File: src/rtl/int_ctrl.sv
// int_ctrl: memory-mapped interrupt controller with edge-latched pending bits,
// mask, fixed priority (lowest index wins), return-address capture and a
// 16-byte register window on the cpu data bus.
// Optional build macro: INT_LEVEL_MODE_EN adds a MODE register (offset 6) that
// makes selected sources level-triggered.
module int_ctrl #(
    parameter int                ADDR_W    = 8,
    parameter int                DATA_W    = 8,
    parameter int                N_SRC     = 4,
    parameter logic [ADDR_W-1:0] BASE_ADDR = 8'd224
) (
    input  logic              clock,
    input  logic              reset,
    input  logic [ADDR_W-1:0] addr,
    input  logic [DATA_W-1:0] w_data,
    input  logic              w_en,
    output logic [DATA_W-1:0] r_data,
    output logic              hit,
    input  logic [N_SRC-1:0]  irq_src,
    input  logic [ADDR_W-1:0] ret_addr,
    output logic              int_req,
    output logic              int_en,
    output logic [ADDR_W-1:0] int_vec
);

    localparam logic [3:0] OFF_CTRL  = 4'd0;
    localparam logic [3:0] OFF_MASK  = 4'd1;
    localparam logic [3:0] OFF_PEND  = 4'd2;
    localparam logic [3:0] OFF_RET   = 4'd3;
    localparam logic [3:0] OFF_CAUSE = 4'd4;
    localparam logic [3:0] OFF_ACK   = 4'd5;
    localparam logic [3:0] OFF_MODE  = 4'd6;

    typedef enum logic [1:0] {
        ST_IDLE   = 2'd0,
        ST_REQ    = 2'd1,
        ST_ACTIVE = 2'd2
    } state_t;

    state_t              state_r, state_next_s;
    logic                gie_r, gie_next_s;
    logic [N_SRC-1:0]    mask_r, pend_r, pend_next_s, irq_prev_r, mode_s;
    logic [ADDR_W-1:0]   ret_r, int_vec_r;
    logic                cause_act_r;
    logic [2:0]          cause_idx_r;
    logic [DATA_W-1:0]   vec_r [N_SRC];
    logic                int_req_r, int_en_r;

    logic [3:0]          off_s;
    logic                hit_s, wr_s, start_s, ack_s, sel_found_s;
    logic [N_SRC-1:0]    avail_s, sel_oh_s, set_s, w1c_s, svc_clr_s;
    logic [2:0]          sel_idx_s;
    logic [DATA_W-1:0]   sel_vec_s, r_data_s;

`ifdef INT_LEVEL_MODE_EN
    logic [N_SRC-1:0]    mode_r;

    // Per-source trigger-mode register (1 = level-triggered).
    always_ff @(posedge clock) begin
        if (reset) begin
            mode_r <= '0;
        end else if (wr_s && (off_s == OFF_MODE)) begin
            mode_r <= w_data[N_SRC-1:0];
        end else begin
            mode_r <= mode_r;
        end
    end
    assign mode_s = mode_r;
`else
    assign mode_s = '0;
`endif

    assign off_s   = addr[3:0];
    assign hit_s   = (addr[ADDR_W-1:4] == BASE_ADDR[ADDR_W-1:4]);
    assign wr_s    = w_en & hit_s;
    assign avail_s = pend_r & mask_r;

    // Priority pick: scan from the top so the lowest pending index wins.
    always_comb begin
        sel_found_s = 1'b0;
        sel_oh_s    = '0;
        sel_idx_s   = 3'd0;
        sel_vec_s   = '0;
        for (int i = N_SRC - 1; i >= 0; i--) begin
            if (avail_s[i]) begin
                sel_found_s = 1'b1;
                sel_oh_s    = '0;
                sel_oh_s[i] = 1'b1;
                sel_idx_s   = 3'(i);
                sel_vec_s   = vec_r[i];
            end else begin
                sel_found_s = sel_found_s;
            end
        end
    end

    // Pending update: sets always win over W1C and service clears, so a level
    // source stays pending while its line is high.
    always_comb begin
        start_s     = (state_r == ST_IDLE) && gie_r && sel_found_s;
        ack_s       = wr_s && (off_s == OFF_ACK) && (state_r == ST_ACTIVE);
        set_s       = ((irq_src & ~irq_prev_r) & ~mode_s) | (irq_src & mode_s);
        w1c_s       = (wr_s && (off_s == OFF_PEND)) ? w_data[N_SRC-1:0] : '0;
        svc_clr_s   = start_s ? sel_oh_s : '0;
        pend_next_s = (pend_r & ~(w1c_s | svc_clr_s)) | set_s;
        gie_next_s  = (wr_s && (off_s == OFF_CTRL)) ? w_data[0] : gie_r;
    end

    // Service sequencer next-state logic.
    always_comb begin
        state_next_s = state_r;
        case (state_r)
            ST_IDLE:   state_next_s = start_s ? ST_REQ : ST_IDLE;
            ST_REQ:    state_next_s = ST_ACTIVE;
            ST_ACTIVE: state_next_s = ack_s ? ST_IDLE : ST_ACTIVE;
            default:   state_next_s = ST_IDLE;
        endcase
    end

    // State, pending, control registers and registered cpu-side outputs.
    always_ff @(posedge clock) begin
        if (reset) begin
            state_r    <= ST_IDLE;
            pend_r     <= '0;
            irq_prev_r <= '0;
            gie_r      <= 1'b0;
            mask_r     <= '0;
            int_req_r  <= 1'b0;
            int_en_r   <= 1'b0;
        end else begin
            state_r    <= state_next_s;
            pend_r     <= pend_next_s;
            irq_prev_r <= irq_src;
            gie_r      <= gie_next_s;
            mask_r     <= (wr_s && (off_s == OFF_MASK)) ? w_data[N_SRC-1:0] : mask_r;
            int_req_r  <= (state_next_s == ST_REQ);
            int_en_r   <= (state_next_s == ST_IDLE) && gie_next_s;
        end
    end

    // Service context: cause, vector and captured return address.
    always_ff @(posedge clock) begin
        if (reset) begin
            cause_act_r <= 1'b0;
            cause_idx_r <= 3'd0;
            int_vec_r   <= '0;
            ret_r       <= '0;
        end else begin
            if (start_s) begin
                cause_act_r <= 1'b1;
                cause_idx_r <= sel_idx_s;
                int_vec_r   <= ADDR_W'(sel_vec_s);
            end else if (ack_s) begin
                cause_act_r <= 1'b0;
            end else begin
                cause_act_r <= cause_act_r;
            end
            ret_r <= (state_r == ST_REQ) ? ret_addr : ret_r;
        end
    end

    // Per-source vector registers.
    always_ff @(posedge clock) begin
        for (int i = 0; i < N_SRC; i++) begin
            if (reset) begin
                vec_r[i] <= '0;
            end else if (wr_s && (off_s == 4'(8 + i))) begin
                vec_r[i] <= w_data;
            end else begin
                vec_r[i] <= vec_r[i];
            end
        end
    end

    // Register-window read mux; unmapped offsets and misses read zero.
    always_comb begin
        r_data_s = '0;
        if (hit_s) begin
            case (off_s)
                OFF_CTRL:  r_data_s = DATA_W'(gie_r);
                OFF_MASK:  r_data_s = DATA_W'(mask_r);
                OFF_PEND:  r_data_s = DATA_W'(pend_r);
                OFF_RET:   r_data_s = DATA_W'(ret_r);
                OFF_CAUSE: r_data_s = DATA_W'({cause_act_r, 4'b0000, cause_idx_r});
                OFF_MODE:  r_data_s = DATA_W'(mode_s);
                default: begin
                    for (int i = 0; i < N_SRC; i++) begin
                        if (off_s == 4'(8 + i)) begin
                            r_data_s = vec_r[i];
                        end else begin
                            r_data_s = r_data_s;
                        end
                    end
                end
            endcase
        end else begin
            r_data_s = '0;
        end
    end

    assign r_data  = r_data_s;
    assign hit     = hit_s;
    assign int_req = int_req_r;
    assign int_en  = int_en_r;
    assign int_vec = int_vec_r;

endmodule

File: config.mk
export PLATFORM = sky130hd
export DESIGN_NAME = int_ctrl
export DESIGN_NICKNAME = d
export VERILOG_FILES = /design/src/rtl/int_ctrl.sv
export SDC_FILE = /design/constraint.sdc
export NUM_CORES = 1
export LEC_CHECK = 0
export CORE_MARGIN = 3
export CORE_UTILIZATION = 45
export DETAILED_ROUTE_END_ITERATION = 6
export GPL_ROUTABILITY_DRIVEN = 0
export PLACE_DENSITY = 0.71
export SLEW_MARGIN = 25
export SYNTH_ARGS = -nofsm -noshare
export SYNTH_HDL_FRONTEND = slang
export SYNTH_SLANG_ARGS = --single-unit
File: constraint.sdc
create_clock -name clock -period 2.4 [get_ports clock]
set_input_delay 0.72 -clock clock [delete_from_list [all_inputs] [get_ports clock]]
set_output_delay 0.72 -clock clock [all_outputs]
set_load 0.05 [all_outputs]
==> Word level (Yosys, flattened, before mapping) <==
Memory sizes are Yosys's and may differ from the RTL's.
Index checks and enable logic that the tools add are counted.
W data, S select, Z words.
{ "totals": {"out_inout_bits": 19, "ramBits": 32, "reg_bits": 37, "elab_cells": 122, "n_memories": 1} }
{ "mem_list": {"columns": ["memory", "words", "word_bits", "read_ports", "rd_ports_with_merged_regs", "wr", "line", "source"], "rows": [
  ["vec_r", 4, 8, 4, 0, 4, "46", "logic [DATA_W-1:0] vec_r [N_SRC];"]
]} }
{ "op_classes": {"n_reduce_logical": 16, "bitwise_logic": 16, "n_eq_ne": 14, "n_mux": 64} }
{ "op_table": {"columns": ["cell", "n"], "rows": [
  ["$mux W8", 17],
  ["$pmux W8 S6", 1],
  ["$mux W1", 34],
  ["$mux W4", 6],
  ["$eq A4 B4 Y1 const B", 5],
  ["$and A4 B4 Y4", 3],
  ["$eq A4 B3 Y1 const B", 3],
  ["$logic_and A1 B1 Y1", 12],
  ["$eq A4 B2 Y1 const B", 2],
  ["$not A4 Y4", 2],
  ["$or A1 B1 Y1", 8],
  ["$or A4 B4 Y4", 2],
  ["$mux W2", 3],
  ["$mux W3", 2],
  ["$pmux W2 S3", 1],
  ["$eq A2 B1 Y1 const B", 2],
  ["$eq A4 B1 Y1 const B", 1],
  ["$logic_not A2 Y1", 2],
  ["$logic_not A4 Y1", 1],
  ["$eq A2 B2 Y1 const B", 1],
  ["$reduce_bool A2 Y1", 1],
  ["$and A1 B1 Y1", 1]
]} }

==> Longest topological paths before layout <==
{ "logic_depth": {"ltp_word": 11, "ltp_mapped": 6} }

==> Least setup slack after synthesis <==
Ideal clock, no wire load.
{ "synth_timing": {"kind": "input -> output", "start": "input port addr[4]", "end": "output port r_data[2]", "slack_ps": -1029, "path_stages": 4, "t_arrival_ps": 2709, "path_buffers": 0, "path_cell_list": "nand4b_1 > inv_1 > nand2_1 > nor3_1"} }
{ "synth_via": {"elab_chain_len": 2} }
{ "synth_rtl": {"columns": ["element", "line", "source"], "rows": [
  ["start, declared", "14", "input logic [ADDR_W-1:0] addr,"],
  ["$eq A4 B4 Y1", "74", "assign hit_s = (addr[ADDR_W-1:4] == BASE_ADDR[ADDR_W-1:4]);"],
  ["via hit", "18", "output logic hit,"],
  ["$mux W8", "178", "if (hit_s) begin"],
  ["end, declared", "17", "output logic [DATA_W-1:0] r_data,"]
]} }
The timed path passes the listed nets, and every way through them passes these cells.

==> Final worst setup path <==
{ "layout_timing": {"start": "input port addr[3]", "end": "output port r_data[0]"} }
{ "layout_via": {"elab_chain_len": 7} }
{ "layout_rtl": {"columns": ["element", "line", "source"], "rows": [
  ["$eq A4 B4 Y1", "188", "if (off_s == 4'(8 + i)) begin"],
  ["$mux W8 (4 in a row)", "188", null],
  ["$pmux W8 S6 *", "179", "case (off_s)"],
  ["$mux W8 *", "178", null]
]} }
Every way passes the cells marked *; elsewhere a longest branch is shown, timed or not.

==> flow_metrics.py <==
metrics = {
    "sta": {
        "layout_min_cycle_time_ns": 2.658,
        "drv_slew": 0,
        "fin_skew_ns": 0.01162,
        "fin_ws_ns": -0.2579,
        "fmax_mhz": 376.2,
        "tightest_slew_ns": 0.5464,
        "timing.hold.ws_ns": 0.4295,
        "period_share_pct": 110.7,
        "grt_setup_unrepaired": "true",
        "setup_viol": 8,
        "finalHoldViolCount": 0,
        "relSlewSlack_pct": 63.53,
    },
    "floorplan": {
        "die_y_um": 89.72,
        "core_um2": 6568,
        "chipWidth_um": 89.72,
        "rows": 29,
        "die_area_um2": 8050,
        "io_pins": 50,
        "initial_core_util_pct": 48.03,
    },
    "synthesis": {
        "synth_cell_types": 45,
        "synth_ff_type": "dfxtp_1",
        "avgSynthCellArea_um2": 9.950,
        "synth-seq-area-share_pct": 53.31,
        "syn-cell-area_um2": 3154,
        "syn_nets": 348,
        "ys_seq_elements": 68,
        "synth_cells": 317,
        "ys_async_sr_fraction_pct": 0,
        "synth_edf_count": 32,
        "yosys_warnings": 0,
    },
    "grt": {
        "track_usage_pct": 23.90,
        "grt_pass1_wl_um": 15190,
        "grt_pass1_vias": 2969,
        "antenna_found_initial": 0,
        "grt_max_degree": 30,
        "gr-total-overflow": 0,
    },
    "placement": {
        "hpwl_um": 6146,
        "portBuffers": 49,
        "pre_cts_slack_ns": -0.7334,
    },
    "drt": {
        "wire_per_inst_um": 18.80,
        "vias_per_cell": 5.748,
        "dr.pass1.iters": 5,
        "wirelength_um": 9327,
        "drc": 0,
        "vias": 2851,
        "drtIter0Drc": 218,
        "antenna_left": 0,
    },
    "clocking": {
        "cts_max_level": 3,
        "cts_buffers": 9,
        "cts_hold_buf": 0,
        "cts_buffer_depth": 2,
        "clkSinkCount": 68,
        "path_clk_slew_ns": 0.07,
        "cts_root_buf": "clkbuf_8",
        "worstSkewPairLatency_ns": 0.35,
        "cts_tree": "done",
    },
    "run_status": {
        "status": "finished with violations",
        "violations": "setup timing",
    },
    "worst_setup_path": {
        "path_max_fanout": 5,
        "crit_buf_inv": 4,
        "critPathMaxStageDelay_ns": 0.28,
        "end_kind": "primary output",
        "arrival_ns": 1.94,
        "path_cells": "dlygate4sd2_1 -> inv_1 -> buf_4 -> a31oi_2 -> a2bb2oi_2 -> nor3_4 -> buf_12",
        "critical_path_class": "in -> out",
        "worstPathRequired_ns": 1.68,
        "critical-path-top-delay-family": "buffers and inverters",
        "start_kind": "input pin",
        "critPathSlowestCell": "dlygate4sd2_1",
    },
    "finish": {
        "layout_common_cells": "nand2_1, dfxtp_1, clkdlybuf4s50_1, edfxtp_1",
        "post-route-util_pct": 69.18,
        "layout.nets": 429,
        "final_common_cell": "nand2_1",
        "area_growth_pct": 44.03,
        "fillers": 478,
        "layout-drive-gt1-share_pct": 27.05,
        "diodes": 0,
    },
    "power": {
        "power_density_nw_per_um2": 540.7,
        "p_leak_nw": 1.684,
        "peakVddDrop_v": 0.0003294,
        "total_power_mw": 2.456,
    },
    "min_path": {
        "hold_class": "reg -> reg",
    },
    "job": {
        "cap_viol_max_count": 0,
    },
}
[logic make-up (layout without fill, tap and decap cells)]
| logic type | count (synthesis) | in the layout | synth area share, % |
|---|---|---|---|
| AOI/OAI and AO/OA | 74 | 74 | 16.46 |
| buffers and inverters | 37 | 123 | 5.117 |
| DFF | 68 | 68 | 53.31 |
| muxes | 13 | 13 | 6.902 |
| and+or+nand+nor | 125 | 125 | 18.21 |
[layout make-up]
type	count	area, µm²	share of cell area (%)
repair buffers	88	943.4	20.77
well taps	93	116.4	2.561
multi-input cells	212	1546	34.04
inverters	19	75.07	1.652
flip-flops and latches	68	1682	37.01
clock inverters	7	56.30	1.239
clock buffers	9	123.9	2.727
[worst paths after layout]
check / end / start / slack [ns] / cells after the start
worst min-delay path: pend_r[2]$_SDFF_PP0_ / irq_prev_r[2]$_SDFF_PP0_ / 0.43 / 1
worst max register to register: int_vec[1]$_SDFFE_PP0P_ / mask_r[2]$_SDFFE_PP0P_ / 0.60 / 4
worst max-delay path: r_data[0] / addr[3] / -0.26 / 7
worst min register to register: pend_r[2]$_SDFF_PP0_ / irq_prev_r[2]$_SDFF_PP0_ / 0.43 / 1
[metal layers]
metal | part of all wire (%) | up-vias | track usage (%)
li1 | - | 1323 | -
met1 | 41 | 1358 | 29.14
met2 | 49 | 143 | 39.79
met3 | 7.7 | 27 | 6.260
met4 | 2.5 | 0 | 10.86
met5 | 0 | - | 0
[Yosys cell counts, drive strengths merged, types with 2 or more instances]
library cell | number | share of area, %
edfxtp | 32 | 30
a21oi | 18 | 2.9
nor2 | 37 | 4.5
buf | 11 | 2.0
nand2 | 58 | 7.1
inv | 18 | 2.1
a221oi | 12 | 3.3
o22ai | 8 | 1.6
a31oi | 4 | 0.79
o32ai | 8 | 2.2
mux2i | 6 | 1.9
and4 | 2 | 0.56
nor3b | 4 | 1.3
nand4 | 2 | 0.40
and2 | 2 | 0.40
o21ai | 9 | 1.4
nor2b | 7 | 1.4
a221o | 4 | 1.3
clkbuf | 7 | 0.87
a22o | 2 | 0.56
mux4 | 7 | 5.0
o211ai | 2 | 0.48
dfxtp | 36 | 23
nand3 | 3 | 0.48
nor3 | 6 | 1.1
[sequential cells by signal, summed over array words and instances, names as in the netlist]
name         count
cause_idx_r      2
int_en           1
vec_r           32
pend_r           4
mask_r           4
cause_act_r      1
int_req          1
int_vec          8
irq_prev_r       4
state_r          2
gie_r            1
ret_r            8
[worst reg2reg max path, cell delays in order (launching register included)]
cell and delay [ns]:
dfxtp_1 0.38, and2_1 0.31, nor2_2 0.51, a221oi_1 0.16, o32ai_1 0.35
[report_power, final]
group	internal (mW)	switching, mW	leakage (nW)
clock network	0.387	0.472	0.0906
logic	0.160	0.151	0.996
registers	1.26	0.0315	0.597
total	1.80	0.655	1.68
[per-stage QoR]
stage               instances  instance area, µm²  TNS, ns
floorplan                 317                3276   -2.081
global placement          478                4135   -13.86
detailed placement        478                4135   -15.62
CTS                       496                4486   -1.246
global route              496                4543   -1.666
finish                    496                4543   -1.398
[what timing repair did]
action,CTS,global route
endpoints found under the setup margin,9,8
resized for setup,60,10
cloned,1,0
buffers inserted,1,0
endpoints found under the hold margin,0,0
pin swaps,16,3
Note: power is estimated with default switching activity, not from simulation.
